**src/rtl/semicpu_pkg.sv**
```systemverilog
// Shared definitions for the SemiCPU issue controller: opcodes, instruction
// field positions, FSM state encoding and the field widths.
package semicpu_pkg;

  localparam int XLEN        = 32;
  localparam int REG_IDX_W   = 4;
  localparam int IMM_FIELD_W = 17;
  localparam int OPC_W       = 3;

  // Instruction word layout
  localparam int OPC_HI = 31;
  localparam int OPC_LO = 29;
  localparam int RD_HI  = 28;
  localparam int RD_LO  = 25;
  localparam int RS1_HI = 24;
  localparam int RS1_LO = 21;
  localparam int RS2_HI = 20;
  localparam int RS2_LO = 17;

  // Opcodes (also forwarded unchanged to the ALU)
  localparam logic [OPC_W-1:0] OP_NOOP0  = 3'b000;
  localparam logic [OPC_W-1:0] OP_NOOP1  = 3'b001;
  localparam logic [OPC_W-1:0] OP_ADD    = 3'b010;
  localparam logic [OPC_W-1:0] OP_SUB    = 3'b011;
  localparam logic [OPC_W-1:0] OP_SHIFTL = 3'b100;
  localparam logic [OPC_W-1:0] OP_SHIFTR = 3'b101;
  localparam logic [OPC_W-1:0] OP_ADDI   = 3'b110;
  localparam logic [OPC_W-1:0] OP_SUBI   = 3'b111;

  typedef enum logic [1:0] {
    ST_IDLE   = 2'd0,
    ST_DECODE = 2'd1,
    ST_EXEC   = 2'd2,
    ST_WB     = 2'd3
  } state_t;

  // Immediate forms take operand B from the zero-extended imm field
  function automatic logic is_imm_op(input logic [OPC_W-1:0] op);
    return (op == OP_ADDI) || (op == OP_SUBI);
  endfunction

  // Both NOOP encodings retire without touching the register file
  function automatic logic writes_reg(input logic [OPC_W-1:0] op);
    return (op != OP_NOOP0) && (op != OP_NOOP1);
  endfunction

endpackage

```
**src/rtl/semicpu_regfile.sv**
```systemverilog
// REG_COUNT x 32 register file: two combinational operand read ports, one
// combinational debug read port, one synchronous write port. r0 is
// hard-wired to zero and the whole array clears asynchronously on reset.
module semicpu_regfile
  import semicpu_pkg::*;
#(
  parameter int REG_COUNT = 16
) (
  input  logic                 clk,
  input  logic                 rst_n,
  input  logic                 we,
  input  logic [REG_IDX_W-1:0] waddr,
  input  logic [XLEN-1:0]      wdata,
  input  logic [REG_IDX_W-1:0] raddr1,
  output logic [XLEN-1:0]      rdata1,
  input  logic [REG_IDX_W-1:0] raddr2,
  output logic [XLEN-1:0]      rdata2,
  input  logic [REG_IDX_W-1:0] dbg_addr,
  output logic [XLEN-1:0]      dbg_data
);

  logic [XLEN-1:0] regs [REG_COUNT];

  // Storage: async clear, synchronous write that never lands in r0
  always_ff @(posedge clk or negedge rst_n) begin
    if (!rst_n) begin
      for (int i = 0; i < REG_COUNT; i++) regs[i] <= '0;
    end else if (we && (waddr != '0)) begin
      regs[waddr] <= wdata;
    end
  end

  // Read ports: r0 is forced to zero; a same-cycle write shows the old value
  always_comb begin
    rdata1   = (raddr1   == '0) ? '0 : regs[raddr1];
    rdata2   = (raddr2   == '0) ? '0 : regs[raddr2];
    dbg_data = (dbg_addr == '0) ? '0 : regs[dbg_addr];
  end

endmodule

```
**src/rtl/semicpu_issue_ctrl.sv**
```systemverilog
// SemiCPU decode/issue/writeback controller. One instruction at a time walks
// IDLE -> DECODE -> EXEC -> WB, so a new instruction can be taken every
// 4 cycles. Optional feature macro: SEMICPU_RETIRE_COUNT_EN adds a 32-bit
// wrapping retire counter output (retire_count).
//
// Handshake: an instruction transfers on a rising edge where instr_valid and
// instr_ready are both 1. instr_ready is 1 only in IDLE (and never while
// rst_n is low); instr is latched at the transfer edge and may change freely
// afterwards. retire_valid is a one-cycle pulse with no back-pressure.
module semicpu_issue_ctrl
  import semicpu_pkg::*;
#(
  parameter int REG_COUNT = 16,
  parameter int IMM_W     = IMM_FIELD_W
) (
  input  logic                 clk,
  input  logic                 rst_n,
  input  logic                 instr_valid,
  output logic                 instr_ready,
  input  logic [XLEN-1:0]      instr,
  output logic [XLEN-1:0]      alu_a,
  output logic [XLEN-1:0]      alu_b,
  output logic [OPC_W-1:0]     alu_opcode,
  input  logic [XLEN-1:0]      alu_result,
  output logic                 retire_valid,
  output logic [REG_IDX_W-1:0] retire_rd,
  output logic [XLEN-1:0]      retire_value,
`ifdef SEMICPU_RETIRE_COUNT_EN
  output logic [XLEN-1:0]      retire_count,
`endif
  input  logic [REG_IDX_W-1:0] dbg_addr,
  output logic [XLEN-1:0]      dbg_data,
  output logic [1:0]           dbg_state
);

  state_t state_q, state_d;

  logic [XLEN-1:0]      instr_q;
  logic [XLEN-1:0]      result_q;
  logic [OPC_W-1:0]     f_op;
  logic [REG_IDX_W-1:0] f_rd, f_rs1, f_rs2;
  logic [XLEN-1:0]      imm_ext;
  logic [XLEN-1:0]      rs1_data, rs2_data;
  logic                 rf_we;

  assign f_op    = instr_q[OPC_HI:OPC_LO];
  assign f_rd    = instr_q[RD_HI:RD_LO];
  assign f_rs1   = instr_q[RS1_HI:RS1_LO];
  assign f_rs2   = instr_q[RS2_HI:RS2_LO];
  assign imm_ext = {{(XLEN-IMM_W){1'b0}}, instr_q[IMM_W-1:0]};

  assign dbg_state = state_q;

  // State register
  always_ff @(posedge clk or negedge rst_n) begin
    if (!rst_n) state_q <= ST_IDLE;
    else        state_q <= state_d;
  end

  // Next-state: wait for a transfer, then three fixed steps
  always_comb begin
    state_d = state_q;
    case (state_q)
      ST_IDLE:   if (instr_valid) state_d = ST_DECODE;
      ST_DECODE: state_d = ST_EXEC;
      ST_EXEC:   state_d = ST_WB;
      ST_WB:     state_d = ST_IDLE;
      default:   state_d = ST_IDLE;
    endcase
  end

  // FSM outputs: ready only in IDLE out of reset, write only in WB
  always_comb begin
    instr_ready = rst_n && (state_q == ST_IDLE);
    rf_we       = (state_q == ST_WB) && writes_reg(f_op);
  end

  // Datapath: latch instr, register ALU inputs, capture result, retire
  always_ff @(posedge clk or negedge rst_n) begin
    if (!rst_n) begin
      instr_q      <= '0;
      alu_a        <= '0;
      alu_b        <= '0;
      alu_opcode   <= '0;
      result_q     <= '0;
      retire_valid <= 1'b0;
      retire_rd    <= '0;
      retire_value <= '0;
    end else begin
      retire_valid <= (state_q == ST_WB);
      case (state_q)
        ST_IDLE: begin
          if (instr_valid) instr_q <= instr;
        end
        ST_DECODE: begin
          alu_a      <= rs1_data;
          alu_b      <= is_imm_op(f_op) ? imm_ext : rs2_data;
          alu_opcode <= f_op;
        end
        ST_EXEC: begin
          result_q <= alu_result;
        end
        ST_WB: begin
          retire_rd    <= f_rd;
          retire_value <= result_q;
        end
        default: ;
      endcase
    end
  end

`ifdef SEMICPU_RETIRE_COUNT_EN
  // Retire counter steps with every retire pulse and wraps naturally
  always_ff @(posedge clk or negedge rst_n) begin
    if (!rst_n)                 retire_count <= '0;
    else if (state_q == ST_WB)  retire_count <= retire_count + 32'd1;
  end
`endif

  semicpu_regfile #(.REG_COUNT(REG_COUNT)) u_regfile (
    .clk      (clk),
    .rst_n    (rst_n),
    .we       (rf_we),
    .waddr    (f_rd),
    .wdata    (result_q),
    .raddr1   (f_rs1),
    .rdata1   (rs1_data),
    .raddr2   (f_rs2),
    .rdata2   (rs2_data),
    .dbg_addr (dbg_addr),
    .dbg_data (dbg_data)
  );

endmodule

```
**config.mk**
```make
export PLATFORM = sky130hd
export DESIGN_NAME = semicpu_issue_ctrl
export DESIGN_NICKNAME = d
export VERILOG_FILES = /design/src/rtl/semicpu_pkg.sv /design/src/rtl/semicpu_regfile.sv /design/src/rtl/semicpu_issue_ctrl.sv
export SDC_FILE = /design/constraint.sdc
export NUM_CORES = 1
export LEC_CHECK = 0
export BUFFER_PORTS_ARGS = -buffer_cell sky130_fd_sc_hd__buf_4
export CAP_MARGIN = 20
export CORE_MARGIN = 4
export CORE_UTILIZATION = 62
export DETAILED_ROUTE_END_ITERATION = 6
export PLACE_DENSITY = 0.81
export SLEW_MARGIN = 10
export SYNTH_ARGS = -nofsm -noshare
export SYNTH_HDL_FRONTEND = slang
export SYNTH_SLANG_ARGS = --single-unit
export TNS_END_PERCENT = 10
```
**constraint.sdc**
```tcl
create_clock -name clk -period 2.77 [get_ports clk]
set_input_delay 0.277 -clock clk [delete_from_list [all_inputs] [get_ports clk]]
set_output_delay 0.277 -clock clk [all_outputs]
set_load 0.02 [all_outputs]
```
==> reports/summary.md, run 1 <==
The final route contains 26.11k vias. The ratio of total power to cell area came out at 1158 mW/mm^2. Summing the sequential cell areas from Yosys gives 44.79% of the chip area. Number of buffers inserted during clock tree synthesis: 75. Worst min-delay path class: input port to flip-flop.

The final number of max-transition violations came out at 0. The tools report the wire length of the first global-routing pass as 169.5 mm. Setup violations remaining at the end of the flow were counted as 0. Counting flops and latches in the post-synthesis netlist gives 682.

The clock network is responsible for 20.3% of the overall power. The number of max-cap violations is 0, and the headroom to the max-slew limit is 51.13%. Depth of the worst register-to-register path: 6. The tools report the logic gate share of total power as 42.7%. After Yosys synthesis, XOR and XNOR cells account for 0% of the synthesized area. In the synthesized netlist the dominant register cell turns out to be dfrtp_1. The worst setup path is captured at an output port. For the number of instances in the synthesized netlist, the log shows 2,642. In the post-synthesis netlist, the biggest area contributors are dfrtp_1 45%, mux4_2 18%, mux2_2 15%. Number of enable-type register cells in the synthesized netlist: 0. The post-synth net total was 2,718.

The critical path in this run is classified as flip-flop to output port. The startpoint identified for the worst hold timing path is instr_valid. The run gives 0 as the number of remaining DRC errors. After clock tree synthesis, the clock-pin slew on the worst setup and hold paths is 0.06 ns.

The logs give 2.31 ns for the data arrival time at the worst-slack endpoint and 3 for the total number of H-tree levels. Largest family of logic cells by synthesized area: multiplexers. Number of sinks handled by clock tree synthesis: 682. The analysis attributes to cell leakage a power of 19.67 nW. Of the total synthesized cell area, the portion taken by full adders, half adders and majority gates is 0.1642%. The die is 255.9 um wide. After floorplanning, the core was divided into 90 placement rows. In this run the vertical extent of the chip is 255.9 um. The number of setup buffers added after CTS is 0. Clock skew on the completed layout was measured at 0.02545 ns. The routed wire length on met2 is 52.18 mm, and the number of nets in the final layout is 2,904. The die covers 0.06548 mm^2.

STA classifies the critical path startpoint as a flip-flop. Detailed placement finished with a half-perimeter wire length of 68.64 mm. The initial antenna violation count came out at 4. The tools report the initial standard-cell utilization of the core as 62.89%. For the internal cell power, the log shows 0.03159 W. Entering global routing, the biggest net connects 129 pins.

The fraction of final layout cells sized beyond drive strength 1 is 44.64%, and the maximum clock rate is 386.9 MHz. In this run the top signal layer used is met5. The routed metal-1 wire length came out at 42.10 mm. The worst register-to-register path begins at instr_q[21].

The final cycle utilization of the critical path works out to 93.30%. The average wire per standard cell was 30.10 um. The run finished with clean final reports.

The amount of wire on met3 after detailed routing is 10.63 mm, and the post-synthesis average cell area is 14.42 um^2. The tools report the end of the worst register-to-register path as alu_a[11]. The portion of synthesized area spent on multiplexers is 44.50%. Setup repair after global routing left no endpoint under its margin. The number of distinct library cells after synthesis was 43; the post-detailed-route via-to-cell ratio was 7.121.

After layout, the minimum clock period comes to 2.585 ns. Sequential cells burn 37.0% of the power. The total global-route track usage was 33.60%; the number of hold violations in the final report was 0. The total overflow left after global routing is 0.

The worst hold path endpoint is dbg_state[0]. TritonCTS built the clock tree. The area overhead of the layout relative to synthesis came out at 15.80%. Count of TritonRoute iterations in the first routing pass: 5. In the synthesized netlist, the cells that appear most often are 682 x dfrtp_1, 496 x mux2_2, 312 x mux4_2. The count of synthesis-stage warnings from yosys was 0; the area inside the core boundary was 0.06058 mm^2. The fraction of power spent switching nets works out to 38.19%. Library cell used as clock root buffer: clkbuf_16.

The number of cells on the worst hold path came out at 3. The share of the synthesized area in compound gates (AO/OA/AOI/OAI) was 4.900%. After synthesis the cells add up to 0.03810 mm^2.

For flop-to-flop paths, the worst setup slack is 0.23 ns. For the pin with the worst max-slew slack, the measured transition is 0.7330 ns. The post-cts resize count came out at 0. The area fraction of the dominant cell type after synthesis works out to 44.79%. The tools report the via count of the first global-routing pass as 27.54k. The tools report the net switching power as 0.01952 W. For the worst setup path, the data required time is 2.49 ns.

Summing the areas of all and, or, nand and nor instances in the mapped netlist gives 1.573% of the synthesized area. Routability-driven placement finished with a final weighted congestion of 0.8736. The repair_antennas step left the layout with diodes totalling 0. The synthesized design spends more area on one cell type than any other, namely dfrtp_1. The async set or reset register ratio after synthesis was 100.0%. The tools report the number of placed I/O pins as 210.

The number of buffers inserted by port buffering was 209. The tightest hold margin was 0.03500 ns; the filler cell count was 3,733. For the peak ir drop on the vdd network, the log shows 0.9748 mV. Summed over all failing endpoints, the final setup total negative slack is 0 ns. The maximum clock path buffer count was 3; the total wire length after detailed routing was 110.4 mm.

At the later pin of the worst-skew pair, clock insertion delay measures 0.63 ns. Once detail routing completed, the nets flagged for antenna violations numbered 0. For this block, the initial DRC count from the detailed router was 2,740. Most used standard cell by instance count after synthesis: dfrtp_1. Along the worst path, the maximum fanout reaches 4. The hold buffer count at cts came out at 65.
## area by class of cell
cell class | instances | area [um^2] | area share, %
timing repair buffer | 389 | 3686 | 8.354
tap | 782 | 978.4 | 2.218
clock buffer | 110 | 2260 | 5.121
inverter | 49 | 183.9 | 0.4169
sequential | 682 | 17090 | 38.73
clock inverter | 24 | 332.8 | 0.7543
multi-input combinational | 1631 | 19590 | 44.40
## registers in the layout, summed over array words and instances (netlist names)
register        cells
alu_b              32
instr_q            32
alu_a              32
result_q           32
retire_rd           4
retire_valid        1
retire_value       32
alu_opcode          3
dbg_state           2
u_regfile.regs    512
## cell usage in the layout, fill, tap and decap left out, types with 23 or more instances in the layout
cell           count
mux2_2           496
mux2_1           248
dlygate4sd3_1     65
a22oi_1           66
dfrtp_1          676
nor2_1            50
buf_12            47
clkbuf_16         76
o21ai_0           45
mux2i_1          155
inv_1             49
clkbuf_8          23
a21boi_0          32
buf_4            275
a21oi_1           61
a31o_1            30
mux4_2           312
o21ai_1           32
## power by group through the flow
stage / Sequential, W / Clock, W / Combinational (W)
2_1_floorplan: 0.0170 / 0 / 0.0155
5_1_grt: 0.0194 / 0.0109 / 0.0231
3_3_place_gp: 0.0183 / 0 / 0.0209
4_1_cts: 0.0186 / 0.0105 / 0.0217
6_report: 0.0189 / 0.0104 / 0.0218
3_5_place_dp: 0.0187 / 0 / 0.0215
## worst max-delay path by stage
stage	from	endpoint	slack (ns)	cells past startpoint
detailed placement	instr_q[21]	alu_a[11]	0.29	6
finish	u_regfile.regs[32]	dbg_data[0]	0.19	5
CTS	u_regfile.regs[256]	dbg_data[0]	0.21	5
global route	instr_q[21]	alu_a[11]	0.15	6
global placement	instr_q[21]	alu_a[20]	0.33	6
floorplan	dbg_state[1]	u_regfile.regs[385]	0.57	7
## cell families (layout without fill, tap and decap cells)
| kind of cell | after synthesis | count (layout) |
|---|---|---|
| AOI/OAI and AO/OA | 291 | 291 |
| DFF | 682 | 682 |
| muxes | 1211 | 1211 |
| and+or+nand+nor | 124 | 124 |
| buffers and inverters | 329 | 572 |
| adders and majority gates | 5 | 5 |
## layer usage
metal / vias up / global-route usage (%)
met3: 358 / 8.163
met5: - / 0
li1: 10500 / -
met1: 13760 / 45.53
met4: 4 / 15.16
met2: 1493 / 52.40
## per-stage QoR
stage          setup slack, ns  cell area (um^2)  util (%)  total power (W)  std cells
3_3_place_gp            0.3284             40880     67.48          0.03917       3468
4_1_cts                 0.2050             44120     72.83          0.05086       3667
2_1_floorplan           0.5673             38100         -          0.03249       2642
3_5_place_dp            0.2914             40880     67.48          0.04021       3468
5_1_grt                 0.1503             44120     72.83          0.05331       3667
6_report                0.1855             44120     72.83          0.05111       3667
## worst max-delay path, stage by stage, from the launching register on
cell      delay (ns)
dfrtp_1         0.41
mux2_2          0.27
a21boi_0        0.31
o21ai_0         0.17
a31o_1          0.33
buf_4           0.19
No activity file was read; power rests on OpenSTA's default activity.
==> inputs of run 2 (changes only) <==
--- a/config.mk
+++ b/config.mk
@@ -14,5 +14,6 @@
 export SLEW_MARGIN = 10
 export SYNTH_ARGS = -nofsm -noshare
 export SYNTH_HDL_FRONTEND = slang
+export SYNTH_HIERARCHICAL = 1
 export SYNTH_SLANG_ARGS = --single-unit
 export TNS_END_PERCENT = 10
==> run 2 against run 1 <==
Against the previous run:
- the flow now finishes with violations (DRC)
- clock-buffer cell count shrank 4
- critical endpoint is now dbg_data[31]
- combinational power grew 12%
- global-route usage grew 3.0 points
- core utilization grew 0.47 points
- cell area shrank 4.2%
- critical path type unchanged
==> reports/summary.md, run 2 <==
The setup slack after placement was 0.3217 ns (+0.03038 ns); the total global-route track usage was 36.61% (+3.0 points). The run gives 6 (+6) as the count of synthesis-stage warnings from yosys. The classification of the worst setup path is flip-flop to output port.

The area share of xor/xnor cells in the synthesized design is 0% (unchanged). The largest individual stage delay along the critical path comes from the cell mux4_2. By count the netlist is led by 675 x mux2_2, 651 x dfrtp_1, 224 x mux4_2. The clock network latency to the later pin of the worst-skew pair was 0.64 ns (about the same); the placed standard-cell area was 0.03910 mm^2 (-4.3%).

The tools report the cell row count as 88 (-2.2%). The library cell occupying the most area in the post-synthesis netlist is dfrtp_1. The async set or reset register ratio after synthesis was 100.0% (unchanged); the wire length of the first global-routing pass was 175.4 mm (+3.5%).

The sequential fraction of the synthesis area is 45.01% (+0.22 points). After synthesis, the largest family of logic cells by area is multiplexers. The fraction of final layout cells sized beyond drive strength 1 was 48.85% (+4.2 points); the count of inserted antenna diode cells was 0 (unchanged). In the layout the commonest cells are 675 x mux2_2, 643 x dfrtp_1, 290 x buf_4, 224 x mux4_2, 127 x mux2i_1. The logs give 0.05359 W (+4.8%) for the power consumption and 3 (unchanged) for the total number of H-tree levels. The tools report the required time of the critical path as 2.49 ns (about the same). The run gives 0 (unchanged) as the number of hold violations in the final report. The number of remaining DRC errors came out at 11 (+11). In this run the most used layer during global routing was met2. The area overhead of the layout relative to synthesis works out to 16.84%. The run gives 2,691 (-0.99%) as the post-synth net total. For the maximum clock rate, the log shows 386.6 MHz (about the same).

For the largest net degree at the start of global routing, the log shows 143 (+11%). The transition time at the pin with the least slew margin was 0.9248 ns (+0.1919 ns). The run gives 0.7577 mV (-22%) as the peak ir drop on the vdd network. For the via count of the first global-routing pass, the log shows 28.35k (+2.9%). Simple-gate area share of the yosys netlist: 3.405% (+1.8 points).

Most used standard cell by instance count after synthesis: mux2_2. The logs give 210 (unchanged) for the number of placed I/O pins and 0 ns (unchanged) for the sum of negative setup slack. Tightest hold margin: 0.1546 ns (+0.1196 ns).

The average wire per standard cell was 31.68 um (+5.2%). Static power due to leakage: 18.71 nW (-4.9%). u_regfile/regs holds more flip-flops than any other register. The maximum clock path buffer count came out at 3 (unchanged). The routing usage on met1 is 45.95% (+0.42 points). Data arrival time at the worst-slack endpoint: 2.31 ns (about the same).

The synthesized-area fraction occupied by adder cells is 0.1383% (-0.026 points), and the number of max-cap violations is 0 (unchanged). The tools report the library cell used as clock root buffer as clkbuf_16. The flip-flop count of the largest register after layout works out to 481 (-6.1%).

The count of buffering cells on the critical path with inverters included is 1 (unchanged). TritonCTS built the clock tree. The startpoint kind of the worst setup timing path is a flip-flop. The final number of max-transition violations was 0 (unchanged); the clock-pin slew on the worst setup and hold paths was 0.06 ns (about the same). The height of the die came out at 249.6 um (-2.5%). The ratio of total power to cell area works out to 1267 mW/mm^2 (+9.4%). The initial antenna violation count was 2 (-2).

The final reports fail on DRC. The number of buffers inserted by port buffering is 209 (unchanged), and the final design area excluding fillers is 0.04229 mm^2 (-4.2%). The maximum fanout encountered on the critical timing path is 4 (unchanged). The run finished, with violations left. For the number of nets in the final layout, the log shows 2,896 (-0.28%). For the number of distinct library cells after synthesis, the log shows 45 (+4.7%). Number of instances in the synthesized netlist: 2,616 (-0.98%). The final weighted congestion in routability-driven placement was 0.9464 (+8.3%); the slack of the critical path was 0.1836 ns (-0.001908 ns). For the area inside the core boundary, the log shows 0.05770 mm^2 (-4.8%).

The family with the most delay on the worst path was multiplexers. For the headroom to the max-slew limit, the log shows 37.82% (-13 points). The half-perimeter wire length after detailed placement came out at 69.56 mm (+1.3%). The floorplan die area is 0.06231 mm^2 (-4.9%).

The post-detailed-route via-to-cell ratio works out to 7.320 (+2.8%). The share of the synthesized area in compound gates (AO/OA/AOI/OAI) was 7.813% (+2.9 points). The largest stage delay on the critical path works out to 0.48 ns (+0.07 ns). Sorting the synthesized cells by area gives the leading types as dfrtp_1 45%, mux2_2 21%, mux4_2 14%. The tools report the aggregate global routing overflow as 0 (unchanged). The flip-flop and latch count after synthesis works out to 651 (-4.5%).

Setup repair after global routing left no endpoint under its margin. The number of sinks handled by clock tree synthesis was 651 (-4.5%). The synthesized area was 0.03619 mm^2 (-5.0%); the count of TritonRoute iterations in the first routing pass was 7 (+2).

The tools report the DRC violation total after the first TritonRoute iteration as 3,182 (+16%). Category of the worst setup path capture point: an output port. The initial standard-cell utilization of the core is 62.73% (-0.16 points), and the reg-to-reg setup timing slack is 0.25 ns (+0.02 ns).

The share of cell area taken by muxes after synthesis came out at 39.94% (-4.6 points). The run gives 0 (unchanged) as the count of final setup violators. Post-route minimum period: 2.586 ns (+0.001908 ns).

The number of buffers inserted during clock tree synthesis is 71 (-5.3%), and the number of buffers added for setup after CTS is 0 (unchanged). The min-delay analysis places its worst path in the category input port to async pin. Leaving out fill and tap cells, the most frequent cell in the layout is mux2_2. The run gives 57.34% (+4.9 points) as the met2 global-route usage. The most instantiated flip-flop cell in the synthesis netlist is dfrtp_1. The worst clock skew is 0.02900 ns (+0.003557 ns). The number of vias after detailed routing was 26.64k (+2.0%). The met3 track utilization from global routing was 10.93% (+2.8 points); the final cycle utilization of the critical path was 93.37% (about the same). The post-synthesis average cell area works out to 13.84 um^2 (-4.1%). Walking the worst path, the cells encountered are mux4_2, nor2b_1, nor3_1, a221o_1, buf_4. The number of nets still failing antenna checks after routing is 0 (unchanged), and the number of enable-type register cells in the synthesized netlist is 0 (unchanged). For the total wire length after detailed routing, the log shows 115.3 mm (+4.4%).

The die span in x is 249.6 um (-2.5%). The area fraction of the dominant cell type after synthesis was 45.01% (+0.22 points).
run 2: changes by cell type after synthesis, sizes merged, moves of 32 or more:
cell	previous run	this run
o22a	0	58
a21oi	61	3
a21boi	32	0
nor2b	3	37
o31a	0	58
mux4	312	224
a31o	32	0
o21ai	77	4
o22ai	15	79
run 2: worst register-to-register path, stage by stage, from the launching register on:
cell and delay (ns):
dfrtp_2 0.65, nand2_1 0.22, buf_4 0.46, o22a_1 0.27, o31a_1 0.42, nand2_1 0.15
o211ai_1 0.26
run 2: power breakdown:
| part | total (W) | internal, W | switching [W] |
|---|---|---|---|
| sequential | 0.0189 | 0.0135 | 0.00535 |
| combinational | 0.0244 | 0.0126 | 0.0118 |
| clock | 0.0103 | 0.00632 | 0.00399 |
run 2: logic make-up (layout without fill, tap and decap cells):
logic type / count (synthesis) / after routing
fa+ha+maj: 4 / 4
compound gates: 356 / 356
mux: 1064 / 1064
flops: 651 / 651
simple gates: 251 / 251
buf+inv: 290 / 548
run 2: final timing paths:
path                                startpoint             endpoint  depth (start not counted)
min                                      rst_n  u_regfile/regs[377]                          2
max reg2reg                        instr_q[19]            alu_b[16]                          6
max                        u_regfile/regs[159]         dbg_data[31]                          5
min in group clk           u_regfile/regs[510]  u_regfile/regs[510]                          0
max in group asynchronous                rst_n     retire_value[12]                          3
min reg2reg                u_regfile/regs[510]  u_regfile/regs[510]                          0
run 2: per-stage QoR:
stage | util (%) | instances
floorplan | - | 2616
global placement | 67.77 | 3447
detailed placement | 67.77 | 3447
CTS | 73.30 | 3639
global route | 73.30 | 3639
finish | 73.30 | 3639
run 2: repair_timing:
action                                 CTS  global route
endpoints found under the hold margin  142             0
hold buffers                            66             0
resized for setup                        0             0
run 2: area by class of cell:
type	count	area [um^2]
clock buffer	106	2155
clock inverter	20	374.1
fill	3572	15400
inverter	20	75.07
multi-input combinational	1675	18670
sequential	651	16310
tap	765	957.2
timing repair buffer	402	3745
run 2: layer usage:
metal,wire [um],vias to the layer above
li1,-,10560
met4,7713,4
met3,13150,517
met5,28,-
met1,40650,13640
met2,53740,1923
